<file path="src/rtl/uart_tx_pkg.sv">
// -----------------------------------------------------------------------------
// uart_tx_pkg
// Shared definitions for the UART transmitter:
//   - state_t     : frame sequencer state encodings
//   - PAR_EVEN/ODD: parity-type selector values
//   - LINE_IDLE   : line level while idle and during stop bits
//   - parity_bit(): parity bit from a payload XOR-reduction and parity type
// -----------------------------------------------------------------------------
package uart_tx_pkg;

  typedef enum logic [2:0] {
    IDLE   = 3'd0,
    START  = 3'd1,
    DATA   = 3'd2,
    PARITY = 3'd3,
    STOP_1 = 3'd4,
    STOP_2 = 3'd5
  } state_t;

  localparam logic PAR_EVEN  = 1'b0;
  localparam logic PAR_ODD   = 1'b1;
  localparam logic LINE_IDLE = 1'b1;

  function automatic logic parity_bit(input logic xor_red, input logic par_typ);
    logic p;
    case (par_typ)
      PAR_EVEN: p = xor_red;
      PAR_ODD:  p = ~xor_red;
      default:  p = xor_red;
    endcase
    return p;
  endfunction

endpackage

</file>
<file path="src/rtl/uart_tx_serializer.sv">
// -----------------------------------------------------------------------------
// uart_tx_serializer
// Loadable payload shift register plus bit counter.
//   CLK       : clock
//   RST       : asynchronous, active-low reset
//   load      : capture load_data and rearm the bit counter
//   shift_en  : advance to the next payload bit
//   load_data : payload (DATA_WIDTH bits)
//   ser_data  : the payload bit that goes on the line next
//   ser_done  : bit counter has reached the last payload bit
// Parameters: DATA_WIDTH (5..16), MSB_FIRST (0 = LSB first, 1 = MSB first).
// -----------------------------------------------------------------------------
module uart_tx_serializer
  import uart_tx_pkg::*;
#(
  parameter int DATA_WIDTH = 8,
  parameter int MSB_FIRST  = 0
) (
  input  logic                  CLK,
  input  logic                  RST,
  input  logic                  load,
  input  logic                  shift_en,
  input  logic [DATA_WIDTH-1:0] load_data,
  output logic                  ser_data,
  output logic                  ser_done
);

  localparam int               CNT_W    = $clog2(DATA_WIDTH);
  localparam logic [CNT_W-1:0] CNT_LAST = CNT_W'(DATA_WIDTH - 1);

  logic [DATA_WIDTH-1:0] shift_reg;
  logic [DATA_WIDTH-1:0] shift_next;
  logic [CNT_W-1:0]      cnt_reg;

  // ser_data always presents the bit that will be registered onto the line
  // at the next advance, so the register shifts one step ahead of the line:
  // the first shift happens when leaving START. The counter is loaded with
  // all-ones so that first shift wraps it to 0, making it equal to the index
  // of the payload bit currently on the line throughout DATA.
  generate
    if (MSB_FIRST != 0) begin : g_msb_first
      assign shift_next = {shift_reg[DATA_WIDTH-2:0], 1'b0};
      assign ser_data   = shift_reg[DATA_WIDTH-1];
    end else begin : g_lsb_first
      assign shift_next = {1'b0, shift_reg[DATA_WIDTH-1:1]};
      assign ser_data   = shift_reg[0];
    end
  endgenerate

  always_ff @(posedge CLK or negedge RST) begin
    if (!RST) begin
      shift_reg <= '0;
      cnt_reg   <= '0;
    end else if (load) begin
      shift_reg <= load_data;
      cnt_reg   <= '1;
    end else if (shift_en) begin
      shift_reg <= shift_next;
      cnt_reg   <= cnt_reg + 1'b1;
    end
  end

  // Only meaningful while in DATA; the all-ones preload may alias the last
  // index during START, where the sequencer ignores it.
  assign ser_done = (cnt_reg == CNT_LAST);

endmodule

</file>
<file path="src/rtl/uart_tx_frame_ctrl.sv">
// -----------------------------------------------------------------------------
// uart_tx_frame_ctrl
// UART transmitter: frame sequencing, serialisation, parity and line mux.
// Frame = start(0), DATA_WIDTH payload bits, optional parity, 1 or 2 stop(1).
// Back-to-back frames start straight from the final stop bit with no gap.
//   CLK        : transmit clock (one bit period per cycle, or per Tick)
//   RST        : asynchronous, active-low reset
//   P_DATA     : payload, latched on acceptance
//   Data_Valid : payload request, accepted in IDLE or the final stop bit
//   PAR_EN     : insert a parity bit
//   PAR_TYP    : 0 = even parity, 1 = odd parity
//   STOP2      : 0 = one stop bit, 1 = two stop bits
//   Tick       : baud strobe, present only with UART_TX_BAUD_TICK_EN defined
//   TX_OUT     : serial line (registered)
//   Busy       : frame in progress (registered)
// Optional build macro: UART_TX_BAUD_TICK_EN
// -----------------------------------------------------------------------------
module uart_tx_frame_ctrl
  import uart_tx_pkg::*;
#(
  parameter int DATA_WIDTH = 8,
  parameter int MSB_FIRST  = 0
) (
  input  logic                  CLK,
  input  logic                  RST,
  input  logic [DATA_WIDTH-1:0] P_DATA,
  input  logic                  Data_Valid,
  input  logic                  PAR_EN,
  input  logic                  PAR_TYP,
  input  logic                  STOP2,
`ifdef UART_TX_BAUD_TICK_EN
  input  logic                  Tick,
`endif
  output logic                  TX_OUT,
  output logic                  Busy
);

  state_t state_reg, state_next;
  logic   tx_reg, tx_next;
  logic   busy_reg, busy_next;
  logic   par_en_reg, stop2_reg, par_bit_reg;

  logic   load, shift_en, ser_data, ser_done;
  logic   advance, final_stop;

`ifdef UART_TX_BAUD_TICK_EN
  assign advance = Tick;
`else
  assign advance = 1'b1;
`endif

  // The last stop bit of the frame is where a follow-on frame may be accepted.
  assign final_stop = (state_reg == STOP_2) || ((state_reg == STOP_1) && !stop2_reg);

  uart_tx_serializer #(
    .DATA_WIDTH (DATA_WIDTH),
    .MSB_FIRST  (MSB_FIRST)
  ) u_serializer (
    .CLK       (CLK),
    .RST       (RST),
    .load      (load),
    .shift_en  (shift_en),
    .load_data (P_DATA),
    .ser_data  (ser_data),
    .ser_done  (ser_done)
  );

  always_ff @(posedge CLK or negedge RST) begin
    if (!RST) begin
      state_reg   <= IDLE;
      tx_reg      <= LINE_IDLE;
      busy_reg    <= 1'b0;
      par_en_reg  <= 1'b0;
      stop2_reg   <= 1'b0;
      par_bit_reg <= 1'b0;
    end else begin
      state_reg <= state_next;
      tx_reg    <= tx_next;
      busy_reg  <= busy_next;
      if (load) begin
        par_en_reg <= PAR_EN;
        stop2_reg  <= STOP2;
        // Parity is resolved at acceptance; the payload is frozen from here on.
        par_bit_reg <= parity_bit(^P_DATA, PAR_TYP);
      end
    end
  end

  always_comb begin
    state_next = state_reg;
    tx_next    = tx_reg;
    busy_next  = busy_reg;
    load       = 1'b0;
    shift_en   = 1'b0;

    case (state_reg)
      IDLE: begin
        tx_next   = LINE_IDLE;
        busy_next = 1'b0;
        if (Data_Valid) begin
          state_next = START;
          tx_next    = 1'b0;
          busy_next  = 1'b1;
          load       = 1'b1;
        end
      end

      START: begin
        if (advance) begin
          state_next = DATA;
          tx_next    = ser_data;
          shift_en   = 1'b1;
        end
      end

      DATA: begin
        if (advance) begin
          if (!ser_done) begin
            tx_next  = ser_data;
            shift_en = 1'b1;
          end else if (par_en_reg) begin
            state_next = PARITY;
            tx_next    = par_bit_reg;
          end else begin
            state_next = STOP_1;
            tx_next    = LINE_IDLE;
          end
        end
      end

      PARITY: begin
        if (advance) begin
          state_next = STOP_1;
          tx_next    = LINE_IDLE;
        end
      end

      STOP_1, STOP_2: begin
        if (advance) begin
          if (!final_stop) begin
            state_next = STOP_2;
            tx_next    = LINE_IDLE;
          end else if (Data_Valid) begin
            state_next = START;
            tx_next    = 1'b0;
            busy_next  = 1'b1;
            load       = 1'b1;
          end else begin
            state_next = IDLE;
            tx_next    = LINE_IDLE;
            busy_next  = 1'b0;
          end
        end
      end

      default: begin
        state_next = IDLE;
        tx_next    = LINE_IDLE;
        busy_next  = 1'b0;
      end
    endcase
  end

  assign TX_OUT = tx_reg;
  assign Busy   = busy_reg;

endmodule

</file>
<file path="config.mk">
export PLATFORM = sky130hd
export DESIGN_NAME = uart_tx_frame_ctrl
export DESIGN_NICKNAME = d
export VERILOG_FILES = /design/src/rtl/uart_tx_pkg.sv /design/src/rtl/uart_tx_serializer.sv /design/src/rtl/uart_tx_frame_ctrl.sv
export SDC_FILE = /design/constraint.sdc
export NUM_CORES = 1
export LEC_CHECK = 0
export CAP_MARGIN = 30
export CORE_MARGIN = 5
export CORE_UTILIZATION = 36
export CTS_CLUSTER_DIAMETER = 80
export CTS_CLUSTER_SIZE = 14
export DETAILED_ROUTE_END_ITERATION = 16
export DONT_BUFFER_PORTS = 1
export GPL_TIMING_DRIVEN = 0
export SETUP_SLACK_MARGIN = 0.02
export SLEW_MARGIN = 20
export SYNTH_ARGS = -nofsm -noshare
export SYNTH_HDL_FRONTEND = slang
export SYNTH_SLANG_ARGS = --single-unit
</file>
<file path="constraint.sdc">
create_clock -name CLK -period 2 [get_ports CLK]
set_input_delay 0.4 -clock CLK [delete_from_list [all_inputs] [get_ports CLK]]
set_output_delay 0.4 -clock CLK [all_outputs]
set_load 0.1 [all_outputs]
</file>
==> results of run 1 <==
[cell families (layout without fill, tap and decap cells)]
group           Yosys count  in the layout  share of synthesized area [%]
compound gates           25             25                          16.92
fa+ha+maj                 2              2                          2.350
xor+xnor                  8              8                          7.873
flops                    19             19                          44.77
simple gates             27             27                          11.52
mux                      12             12                          11.63
buf+inv                  10             23                          4.934
[timing repair]
action | in CTS | in global routing
endpoints found under the hold margin | 19 | 0
setup buffers | 2 | 4
hold buffers | 1 | 0
resized for setup | 2 | 5
endpoints found under the setup margin | 7 | 7
pin swaps | 1 | 5
gates cloned | 0 | 1
[worst paths after layout]
check / depth (start not counted) / startpoint / end / slack, ns
max: 7 / u_serializer.cnt_reg[1] / u_serializer.shift_reg[3] / 0.05
min reg2reg: 2 / par_bit_reg / par_bit_reg / 0.50
max reg2reg: 7 / u_serializer.cnt_reg[1] / u_serializer.shift_reg[3] / 0.05
min: 2 / P_DATA[7] / u_serializer.shift_reg[7] / 0.24
min in group asynchronous: 1 / RST / u_serializer.cnt_reg[0] / 0.42
max in group asynchronous: 2 / RST / TX_OUT / 1.09
[cells in the final DEF, fill, tap and decap left out, types with 2 or more instances in the layout]
cell,netlist,routed
clkbuf_4,0,3
nand2_1,9,9
buf_4,0,6
nor2b_1,2,2
inv_1,4,4
xnor2_1,5,5
buf_2,3,3
mux2_2,3,3
xor2_1,2,2
o21ai_0,5,5
dfrtp_1,18,18
a21oi_1,6,6
a21oi_2,5,5
mux2i_2,0,3
mux2i_1,9,6
clkbuf_1,2,2
a32oi_1,2,2
nor2_1,11,11
buf_8,1,2
[cells in the mapped netlist, types with 3 or more instances]
cell type,instances
dfrtp_1,18
mux2i_1,9
a21oi_1,6
xnor2_1,5
o21ai_0,5
buf_2,3
nor2_1,11
inv_1,4
mux2_2,3
a21oi_2,5
nand2_1,9
[through the flow]
step,total power [mW],hold slack [ns]
global route,2.452,0.2155
global placement,1.777,0.1054
finish,2.276,0.2385
CTS,2.085,0.2290
detailed placement,1.814,0.1051
floorplan,1.645,0.1044
[metal layers]
metal  GRT usage (%)  vias up
met5               0        -
met4           1.583        0
met3           4.904        2
met2           19.07       21
met1           12.22      375
li1                -      381
[worst reg2reg max path, stage by stage (launching register included)]
cell and delay, ns:
dfrtp_1 0.41, ha_2 0.20, ha_4 0.15, or3b_4 0.38, a21oi_4 0.23, buf_8 0.16, mux2i_2 0.24, a21oi_2 0.07
[power groups by stage]
stage | Clock [mW] | Sequential [mW] | Combinational [mW]
2_1_floorplan | 0 | 0.811 | 0.834
3_3_place_gp | 0 | 0.837 | 0.941
3_5_place_dp | 0 | 0.846 | 0.968
4_1_cts | 0.211 | 0.838 | 1.04
5_1_grt | 0.229 | 0.874 | 1.35
6_report | 0.200 | 0.849 | 1.23
[layout make-up]
| type | count | area, µm² |
|---|---|---|
| fillers | 289 | 1550 |
| multi-input cells | 74 | 564.3 |
| flip-flops and latches | 19 | 476.7 |
| inverters | 4 | 15.01 |
| clock inverters | 1 | 5.005 |
| repair buffers | 9 | 95.09 |
| well taps | 31 | 38.79 |
| clock buffers | 3 | 22.52 |
| plain buffers | 6 | 37.54 |
==> flow_summary.yaml, run 1 <==
clock_network:
  cts_max_level: 1
  cts_sinks: 19
  cts_tree: "done"
  cts_buffers: 3
  clkTransAtPathRegs_ns: 0.12
  worstSkewPairLatency_ns: 0.30
  clockBufferDepth: 2
  root_buffer: "clkbuf_4"
worst_hold_path:
  min_path_type: "primary input to register"
cells_and_area:
  fin_cells: 147
  diodes: 0
  finish.instance_area_mm2: 0.001255
  largest_register_ff_count: 8
  drive_gt1_share_pct: 27.59
  syn_to_final_growth_pct: 17.86
  nNetsFinal: 133
  utilization_pct: 44.74
setup_path:
  start_kind: "register"
  cp_max_fo: 5
  end_kind: "register"
  slowest_delay_ns: 0.41
  critPathKind: "register to register"
  cpMaxStageDelayCell: "dfrtp_1"
  worst-path-buf-inv: 1
  critPathRequiredTime_ns: 2.20
  crit_chain: "ha_2 > ha_4 > or3b_4 > a21oi_4 > buf_8 > mux2i_2 > a21oi_2"
  cp_data_arrival_time_ns: 2.15
  crit_family: "flip-flops"
pwr:
  p_leak_nw: 0.5246
  pwr-share-comb_pct: 53.9
  intPower_mw: 1.317
  p_clk_share_pct: 8.8
  swShare_pct: 42.12
  peakVddDrop_mv: 0.6501
  seqPwrFrac_pct: 37.3
  power_density_mw_per_mm2: 1814
  p_switching_uw: 958.6
floorplan:
  fp.dieArea_mm2: 0.004145
  core_area_mm2: 0.002805
  die_y_um: 64.39
  fp.dieW_um: 64.39
  start_util_pct: 37.96
  ios: 16
  num_rows: 19
synth:
  synth_edf_count: 0
  synth.avg_cell_area_um2: 10.34
  postSynthCellCount: 103
  synth-seq-cells: 19
  ys.flop_type: "dfrtp_1"
  yosysTopAreaCell: "dfrtp_1"
  synth.distinct_cells: 31
  yosys_warnings: 0
  syn-num-nets: 119
  yosysSeqAreaShare_pct: 44.77
  netlist_area_mm2: 0.001065
  synth_top_area_share_pct: 42.30
  async_flop_share_pct: 100.0
  yosys-top-cells-area: "dfrtp_1, mux2i_1, a21oi_2, xnor2_1, nor2_1"
run:
  cap_violations: 0
timing:
  report.final.slew_viol_count: 0
  max_slew_margin_pct: 36.92
  max_freq_mhz: 513.4
  setup_tns_ns: 0
  worst_pin_slew_ns: 0.9461
  finalClockSkew_ns: 0.005828
  rsz0062_at_grt: "yes"
  setup_viol: 0
  final-hold-violation-count: 0
  worst_slack_ns: 0.05203
  finalCriticalPeriod_ns: 1.948
  finalCritPeriodShare_pct: 97.40
drt:
  dr.pass1.iters: 4
  wl_met1_um: 963
  vias: 779
  drt-total-wl_um: 2181
  routed-wl-met3_um: 143
  met2WireLength_um: 1064
  drtAntennaViolNets: 0
  viasPerCell: 5.299
  drt_iter0_markers: 46
  drcViolationCount: 0
  wl_per_cell_um: 14.84
  top_layer: "met4"
outcome:
  status: "completed"
placed_design:
  dpl_worst_slack_ns: -0.06665
  globalplace.congestion: 0.7978
  port_buffers: 0
  dpl_cell_area_mm2: 0.001104
  post-dp-hpwl_um: 1480
  dp_cells: 134
grt:
  grt_pass1_vias: 817
  grt_overflow: 0
  grt_max_degree: 20
  grt_usage_pct: 10.80
  antenna_found_initial: 0
  grt_pass1_wl_um: 3553
Power figures use the tool's default switching activity.
==> run 2, diff against run 1 <==
CTS_CLUSTER_DIAMETER = 150   (was 80)
==> results of run 2 <==
Same layout as run 1: the final DEF is identical, and so are final timing and power.
==> run 3, diff against run 2 <==
ABC_CLOCK_PERIOD_IN_PS = 2000   (was unset)
==> results of run 3 <==
Same layout as run 1: the final DEF is identical, and so are final timing and power.
